**src/rtl/ex_mem_wb_regs_if.sv**
```systemverilog
// ex_mem_wb_regs_if
// Bundles the EX-stage inputs, the data-memory handshake and the
// EX/MEM + MEM/WB outputs of the ex_mem_wb_regs block.
//   master : the surrounding core (drives ex_*, mem_stall, mem_rdata)
//   slave  : the pipeline-register block (drives ex_mem_*, mem_wb_*, retired_count)
interface ex_mem_wb_regs_if #(
    parameter int XLEN  = 32,
    parameter int CNT_W = 32
);
    // EX stage
    logic             ex_valid;
    logic             ex_flush;
    logic [4:0]       ex_rd;
    logic             ex_regwrite;
    logic             ex_memread;
    logic             ex_memwrite;
    logic             ex_memtoreg;
    logic [XLEN-1:0]  ex_alu_result;
    logic [XLEN-1:0]  ex_store_data;
    // data memory
    logic             mem_stall;
    logic [XLEN-1:0]  mem_rdata;
    // EX/MEM
    logic [4:0]       ex_mem_rd;
    logic             ex_mem_regwrite;
    logic             ex_mem_memread;
    logic             ex_mem_memwrite;
    logic [XLEN-1:0]  ex_mem_alu_result;
    logic [XLEN-1:0]  ex_mem_store_data;
    // MEM/WB
    logic [4:0]       mem_wb_rd;
    logic             mem_wb_regwrite;
    logic [XLEN-1:0]  mem_wb_wdata;
    logic [CNT_W-1:0] retired_count;

    modport master (
        output ex_valid, ex_flush, ex_rd, ex_regwrite, ex_memread, ex_memwrite,
               ex_memtoreg, ex_alu_result, ex_store_data, mem_stall, mem_rdata,
        input  ex_mem_rd, ex_mem_regwrite, ex_mem_memread, ex_mem_memwrite,
               ex_mem_alu_result, ex_mem_store_data, mem_wb_rd, mem_wb_regwrite,
               mem_wb_wdata, retired_count
    );

    modport slave (
        input  ex_valid, ex_flush, ex_rd, ex_regwrite, ex_memread, ex_memwrite,
               ex_memtoreg, ex_alu_result, ex_store_data, mem_stall, mem_rdata,
        output ex_mem_rd, ex_mem_regwrite, ex_mem_memread, ex_mem_memwrite,
               ex_mem_alu_result, ex_mem_store_data, mem_wb_rd, mem_wb_regwrite,
               mem_wb_wdata, retired_count
    );
endinterface

```
**src/rtl/ex_mem_wb_regs.sv**
```systemverilog
// ex_mem_wb_regs
// EX/MEM and MEM/WB pipeline registers of the five-stage RISC-V core,
// plus a retired-instruction counter.
//   clk : core clock, all state changes on the rising edge
//   rst : synchronous active-high reset, clears both stages and the counter
//   bus : ex_mem_wb_regs_if.slave -- EX inputs, data-memory stall/read data,
//         EX/MEM memory controls and forwarding values, MEM/WB writeback
//         controls and data, retired_count
// Every output comes straight from a register.
module ex_mem_wb_regs #(
    parameter int XLEN  = 32,
    parameter int CNT_W = 32
) (
    input  logic            clk,
    input  logic            rst,
    ex_mem_wb_regs_if.slave bus
);

    // EX/MEM stage
    logic             em_valid_reg;
    logic [4:0]       em_rd_reg;
    logic             em_regwrite_reg;
    logic             em_memread_reg;
    logic             em_memwrite_reg;
    logic             em_memtoreg_reg;
    logic [XLEN-1:0]  em_alu_reg;
    logic [XLEN-1:0]  em_store_reg;

    // MEM/WB stage
    logic             mw_valid_reg;
    logic [4:0]       mw_rd_reg;
    logic             mw_regwrite_reg;
    logic [XLEN-1:0]  mw_wdata_reg;

    logic [CNT_W-1:0] retired_reg;

    logic             ex_take;
    logic [XLEN-1:0]  wdata_next;

    // A real, unsquashed instruction leaves EX this cycle.
    assign ex_take    = bus.ex_valid & ~bus.ex_flush;
    assign wdata_next = em_memtoreg_reg ? bus.mem_rdata : em_alu_reg;

    // EX/MEM. A stall outranks a flush: the held instruction is older than
    // whatever EX is squashing, so it must not be thrown away. Bubbles clear
    // every field, which also keeps the strobes qualified by valid.
    always_ff @(posedge clk) begin
        if (rst) begin
            em_valid_reg    <= 1'b0;
            em_rd_reg       <= '0;
            em_regwrite_reg <= 1'b0;
            em_memread_reg  <= 1'b0;
            em_memwrite_reg <= 1'b0;
            em_memtoreg_reg <= 1'b0;
            em_alu_reg      <= '0;
            em_store_reg    <= '0;
        end else if (!bus.mem_stall) begin
            em_valid_reg    <= ex_take;
            em_rd_reg       <= ex_take ? bus.ex_rd         : 5'd0;
            em_regwrite_reg <= ex_take & bus.ex_regwrite;
            em_memread_reg  <= ex_take & bus.ex_memread;
            em_memwrite_reg <= ex_take & bus.ex_memwrite;
            em_memtoreg_reg <= ex_take & bus.ex_memtoreg;
            em_alu_reg      <= ex_take ? bus.ex_alu_result : '0;
            em_store_reg    <= ex_take ? bus.ex_store_data : '0;
        end
    end

    // MEM/WB. While memory stalls the MEM instruction has not completed, so
    // WB receives a bubble. The x0 mask is folded in here so the register
    // file sees a clean write enable.
    always_ff @(posedge clk) begin
        if (rst || bus.mem_stall) begin
            mw_valid_reg    <= 1'b0;
            mw_rd_reg       <= '0;
            mw_regwrite_reg <= 1'b0;
            mw_wdata_reg    <= '0;
        end else begin
            mw_valid_reg    <= em_valid_reg;
            mw_rd_reg       <= em_rd_reg;
            mw_regwrite_reg <= em_valid_reg & em_regwrite_reg & (em_rd_reg != 5'd0);
            mw_wdata_reg    <= wdata_next;
        end
    end

    // The instruction sitting in WB retires this cycle, stall or not.
    always_ff @(posedge clk) begin
        if (rst) begin
            retired_reg <= '0;
        end else if (mw_valid_reg) begin
            retired_reg <= retired_reg + CNT_W'(1);
        end
    end

    assign bus.ex_mem_rd         = em_rd_reg;
    assign bus.ex_mem_regwrite   = em_regwrite_reg;
    assign bus.ex_mem_memread    = em_memread_reg;
    assign bus.ex_mem_memwrite   = em_memwrite_reg;
    assign bus.ex_mem_alu_result = em_alu_reg;
    assign bus.ex_mem_store_data = em_store_reg;
    assign bus.mem_wb_rd         = mw_rd_reg;
    assign bus.mem_wb_regwrite   = mw_regwrite_reg;
    assign bus.mem_wb_wdata      = mw_wdata_reg;
    assign bus.retired_count     = retired_reg;

endmodule
```
**src/flat_wrapper.sv**
```systemverilog
// flat-port wrapper written by rule: the top's interface ports become plain ports
module ex_mem_wb_regs_flat 
#(
    parameter int XLEN  = 32,
    parameter int CNT_W = 32
)
  (clk, rst, bus_ex_valid, bus_ex_flush, bus_ex_rd, bus_ex_regwrite, bus_ex_memread, bus_ex_memwrite, bus_ex_memtoreg, bus_ex_alu_result, bus_ex_store_data, bus_mem_stall, bus_mem_rdata, bus_ex_mem_rd, bus_ex_mem_regwrite, bus_ex_mem_memread, bus_ex_mem_memwrite, bus_ex_mem_alu_result, bus_ex_mem_store_data, bus_mem_wb_rd, bus_mem_wb_regwrite, bus_mem_wb_wdata, bus_retired_count);
  ex_mem_wb_regs_if #(.XLEN(XLEN), .CNT_W(CNT_W)) bus_i ();
  input  logic clk;
  input  logic rst;
  input wire logic [$bits(bus_i.ex_valid)-1:0] bus_ex_valid;
  input wire logic [$bits(bus_i.ex_flush)-1:0] bus_ex_flush;
  input wire logic [$bits(bus_i.ex_rd)-1:0] bus_ex_rd;
  input wire logic [$bits(bus_i.ex_regwrite)-1:0] bus_ex_regwrite;
  input wire logic [$bits(bus_i.ex_memread)-1:0] bus_ex_memread;
  input wire logic [$bits(bus_i.ex_memwrite)-1:0] bus_ex_memwrite;
  input wire logic [$bits(bus_i.ex_memtoreg)-1:0] bus_ex_memtoreg;
  input wire logic [$bits(bus_i.ex_alu_result)-1:0] bus_ex_alu_result;
  input wire logic [$bits(bus_i.ex_store_data)-1:0] bus_ex_store_data;
  input wire logic [$bits(bus_i.mem_stall)-1:0] bus_mem_stall;
  input wire logic [$bits(bus_i.mem_rdata)-1:0] bus_mem_rdata;
  output wire logic [$bits(bus_i.ex_mem_rd)-1:0] bus_ex_mem_rd;
  output wire logic [$bits(bus_i.ex_mem_regwrite)-1:0] bus_ex_mem_regwrite;
  output wire logic [$bits(bus_i.ex_mem_memread)-1:0] bus_ex_mem_memread;
  output wire logic [$bits(bus_i.ex_mem_memwrite)-1:0] bus_ex_mem_memwrite;
  output wire logic [$bits(bus_i.ex_mem_alu_result)-1:0] bus_ex_mem_alu_result;
  output wire logic [$bits(bus_i.ex_mem_store_data)-1:0] bus_ex_mem_store_data;
  output wire logic [$bits(bus_i.mem_wb_rd)-1:0] bus_mem_wb_rd;
  output wire logic [$bits(bus_i.mem_wb_regwrite)-1:0] bus_mem_wb_regwrite;
  output wire logic [$bits(bus_i.mem_wb_wdata)-1:0] bus_mem_wb_wdata;
  output wire logic [$bits(bus_i.retired_count)-1:0] bus_retired_count;
  assign bus_i.ex_valid = bus_ex_valid;
  assign bus_i.ex_flush = bus_ex_flush;
  assign bus_i.ex_rd = bus_ex_rd;
  assign bus_i.ex_regwrite = bus_ex_regwrite;
  assign bus_i.ex_memread = bus_ex_memread;
  assign bus_i.ex_memwrite = bus_ex_memwrite;
  assign bus_i.ex_memtoreg = bus_ex_memtoreg;
  assign bus_i.ex_alu_result = bus_ex_alu_result;
  assign bus_i.ex_store_data = bus_ex_store_data;
  assign bus_i.mem_stall = bus_mem_stall;
  assign bus_i.mem_rdata = bus_mem_rdata;
  assign bus_ex_mem_rd = bus_i.ex_mem_rd;
  assign bus_ex_mem_regwrite = bus_i.ex_mem_regwrite;
  assign bus_ex_mem_memread = bus_i.ex_mem_memread;
  assign bus_ex_mem_memwrite = bus_i.ex_mem_memwrite;
  assign bus_ex_mem_alu_result = bus_i.ex_mem_alu_result;
  assign bus_ex_mem_store_data = bus_i.ex_mem_store_data;
  assign bus_mem_wb_rd = bus_i.mem_wb_rd;
  assign bus_mem_wb_regwrite = bus_i.mem_wb_regwrite;
  assign bus_mem_wb_wdata = bus_i.mem_wb_wdata;
  assign bus_retired_count = bus_i.retired_count;
  ex_mem_wb_regs #(.XLEN(XLEN), .CNT_W(CNT_W)) u_core (.clk(clk), .rst(rst), .bus(bus_i));
endmodule
```
**config.mk**
```make
export PLATFORM = sky130hd
export DESIGN_NAME = ex_mem_wb_regs_flat
export DESIGN_NICKNAME = d
export VERILOG_FILES = /design/src/rtl/ex_mem_wb_regs_if.sv /design/src/rtl/ex_mem_wb_regs.sv /design/src/flat_wrapper.sv
export SDC_FILE = /design/constraint.sdc
export NUM_CORES = 1
export LEC_CHECK = 0
export CAP_MARGIN = 15
export CORE_ASPECT_RATIO = 0.9
export CORE_MARGIN = 2
export CORE_UTILIZATION = 40
export CTS_BUF_LIST = sky130_fd_sc_hd__clkbuf_8
export CTS_CLUSTER_DIAMETER = 150
export DETAILED_ROUTE_END_ITERATION = 7
export GPL_ROUTABILITY_DRIVEN = 1
export PLACE_DENSITY_LB_ADDON = 0.12
export SKIP_CTS_REPAIR_TIMING = 1
export SYNTH_ARGS = -nofsm -noshare
export SYNTH_HDL_FRONTEND = slang
export SYNTH_SLANG_ARGS = --single-unit
```
**constraint.sdc**
```tcl
create_clock -name clk -period 3.6 [get_ports clk]
set_clock_uncertainty 0.1 [all_clocks]
set_input_delay 0.54 -clock clk [delete_from_list [all_inputs] [get_ports clk]]
set_output_delay 0.54 -clock clk [all_outputs]
set_load 0.005 [all_outputs]
```
==> run metrics <==
status=completed; Syn Area/Cell=9.72 um^2; top cells by area, synth=dfxtp_1 55%, a22oi_1 10%, nor2_1 8.7%; Clock Power Share=0.425; IO buf count=251; most frequent cells after synthesis=145 x dfxtp_1, 121 x nor2_1, 73 x a22oi_1, 33 x mux2i_1, 31 x clkbuf_1; Worst EP arrival=2.71 ns; Post-synth EDFFs=0; Die Height=113 um; Detailed Place HPWL=11.0 mm; IO Pins=252; WL/cell=16.7 um; mean number of vias per cell=5.14; core box area=12700 um^2; DP Area=7810 um^2; gr usage total=0.222; count leader, synth=dfxtp_1; Routed Wire Length=15.8 mm; Setup Viol. Count Final=0; Detailed Route Iter0 Violations=282; Die W=125 um; Synthesis Warnings=0; die area=14000 um^2; initial antenna violation count=0; FFs w/ async S/R, synth=0; combinational share of power=0.081; Worst Setup End Kind=flip-flop; Layout Nets=881; first-pass GRT wire length=24.5 mm; drt drc=0; CTS clk-pin slew, worst paths=0.07 ns; PD cells=405 nW/um^2; Max transition margin=0.304; sequential share of the synthesized area=0.554; post-synth cell types=35; via count=4860; post-synth top area share=0.554; total congestion overflow=0; multi-input logic area=2160 um^2; TNS Setup=0 ns; leakage dissipation=2.86 nW; First-pass DRT Iterations=5; fin area=8260 um^2; critical-path cell list=nand4_1 -> or3_1 -> or4_1 -> a21oi_1; depth of the CTS H-tree=4; HP Class=flip-flop to flip-flop; clk root buf=clkbuf_8; Synth Flop Type=dfxtp_1; Clock Path Buffers=2; CTS Sinks=145; share of cells above drive strength 1=0.0551; Core Rows=39; TritonCTS clock tree=built; largest net degree at the start of global routing=75; Max VDD drop=0.245 mV; vias in the first global route=4700; GPL Wtd Cong=0.834; final hold violations=0; fin. max-slew vios=0; max-cap violation count=0; Clk Latency, worst-skew pair=0.44 ns; CP max-delay cell=or3_1; slowest stage delay, CP=0.73 ns; sw power=686 uW; cell count after synthesis=539; Syn Nets=650; hold wc startpoint=u_core.bus.ex_mem_regwrite$_SDFFE_PP0N_; Sequential Area=2900 um^2; Switching Share=0.206; Peak Freq=410 MHz; fillers=1007; Critical Path Start=u_core.bus.retired_count[3]$_SDFFE_PP0P_; sequential cell fraction of total power=0.494; Tcrit/Tclk final=0.678; Slew @ Worst Pin=1.04 ns; RSZ-0062 raised after global routing=no; fin crit period=2.44 ns; WS Path Type=flip-flop to flip-flop; smallest hold slack=0.377 ns; R2R Path Start=u_core.bus.retired_count[3]$_SDFFE_PP0P_; Req. time, crit path=3.87 ns; Initial Utilization=0.411; Synth Register Bits=145; leading area contributor after synthesis=dfxtp_1; mapped cell area=5240 um^2; Worst Setup Start Kind=flip-flop; ANT nets after route=0; # diodes=0; highest net fanout along the worst path=17; Internal Power=2.65 mW; total CTS buffers=17; Area Overhead vs Synth=57.6%
## area by class of cell
class / instances / share of cell area
Sequential cell: 145 / 0.352
Clock buffer: 23 / 0.0383
Timing Repair Buffer: 254 / 0.306
Clock inverter: 7 / 0.0159
Inverter: 3 / 0.00136
Tap cell: 164 / 0.0249
Multi-Input combinational cell: 349 / 0.262
## layer usage
metal	vias up	GRT usage	wire, um
li1	2372	-	-
met1	2263	0.244	6240
met2	199	0.376	7820
met3	26	0.0815	1340
met4	0	0.114	360
met5	-	0	0
## cell usage in the layout, fill, tap and decap left out, types with 6 or more instances in the layout
master,count
clkbuf_8,23
a21oi_1,19
nand3_1,8
inv_1,6
or4_1,15
o31ai_1,14
xnor2_1,9
dfxtp_1,144
clkdlybuf4s50_1,249
mux2i_1,33
and2_1,6
a22oi_1,73
nor2_1,121
nand2_1,11
## cells by family (layout without fill, tap and decap cells)
kind of cell             after synthesis  count (layout)  synth area share
multiplexers                          33              33            0.0631
buffers and inverters                 45             287            0.0344
XOR/XNOR                              13              13            0.0217
AO/OA/AOI/OAI                        111             111             0.149
AND/OR/NAND/NOR                      191             191             0.176
adder cells (fa/ha/maj)                1               1           0.00239
flip-flops                           145             145             0.554
## power groups by stage
| stage | sequential, mW | combinational (mW) | clock (mW) |
|---|---|---|---|
| finish | 1.65 | 0.270 | 1.42 |
| global route | 1.65 | 0.291 | 1.53 |
| CTS | 1.65 | 0.273 | 1.45 |
| detailed placement | 1.69 | 0.271 | 0 |
| global placement | 1.68 | 0.267 | 0 |
| floorplan | 1.68 | 0.0854 | 0 |
## worst paths after layout
kind / end / slack (ns) / depth (start not counted)
worst max-delay path: u_core.bus.retired_count[31]$_SDFFE_PP0P_ / 1.16 / 4
worst min register to register: u_core.bus.mem_wb_regwrite$_SDFF_PP0_ / 0.38 / 1
worst max register to register: u_core.bus.retired_count[31]$_SDFFE_PP0P_ / 1.16 / 4
worst min-delay path: u_core.bus.mem_wb_regwrite$_SDFF_PP0_ / 0.38 / 1
## per-stage QoR
step                setup slack (ns)  total power, mW  utilization  instances
detailed placement              1.21             1.96        0.613        915
finish                          1.16             3.34        0.648        945
global placement                1.30             1.95        0.613        915
global route                    1.02             3.47        0.648        945
CTS                             1.19             3.38        0.648        945
floorplan                       1.59             1.77            -        539
## critical path: cells and delay by family (launching register included)
family	cells	cell delay, ns
simple gates	3	1.67
flops	1	0.44
compound gates	1	0.15
(Power assumes the default switching activity.)
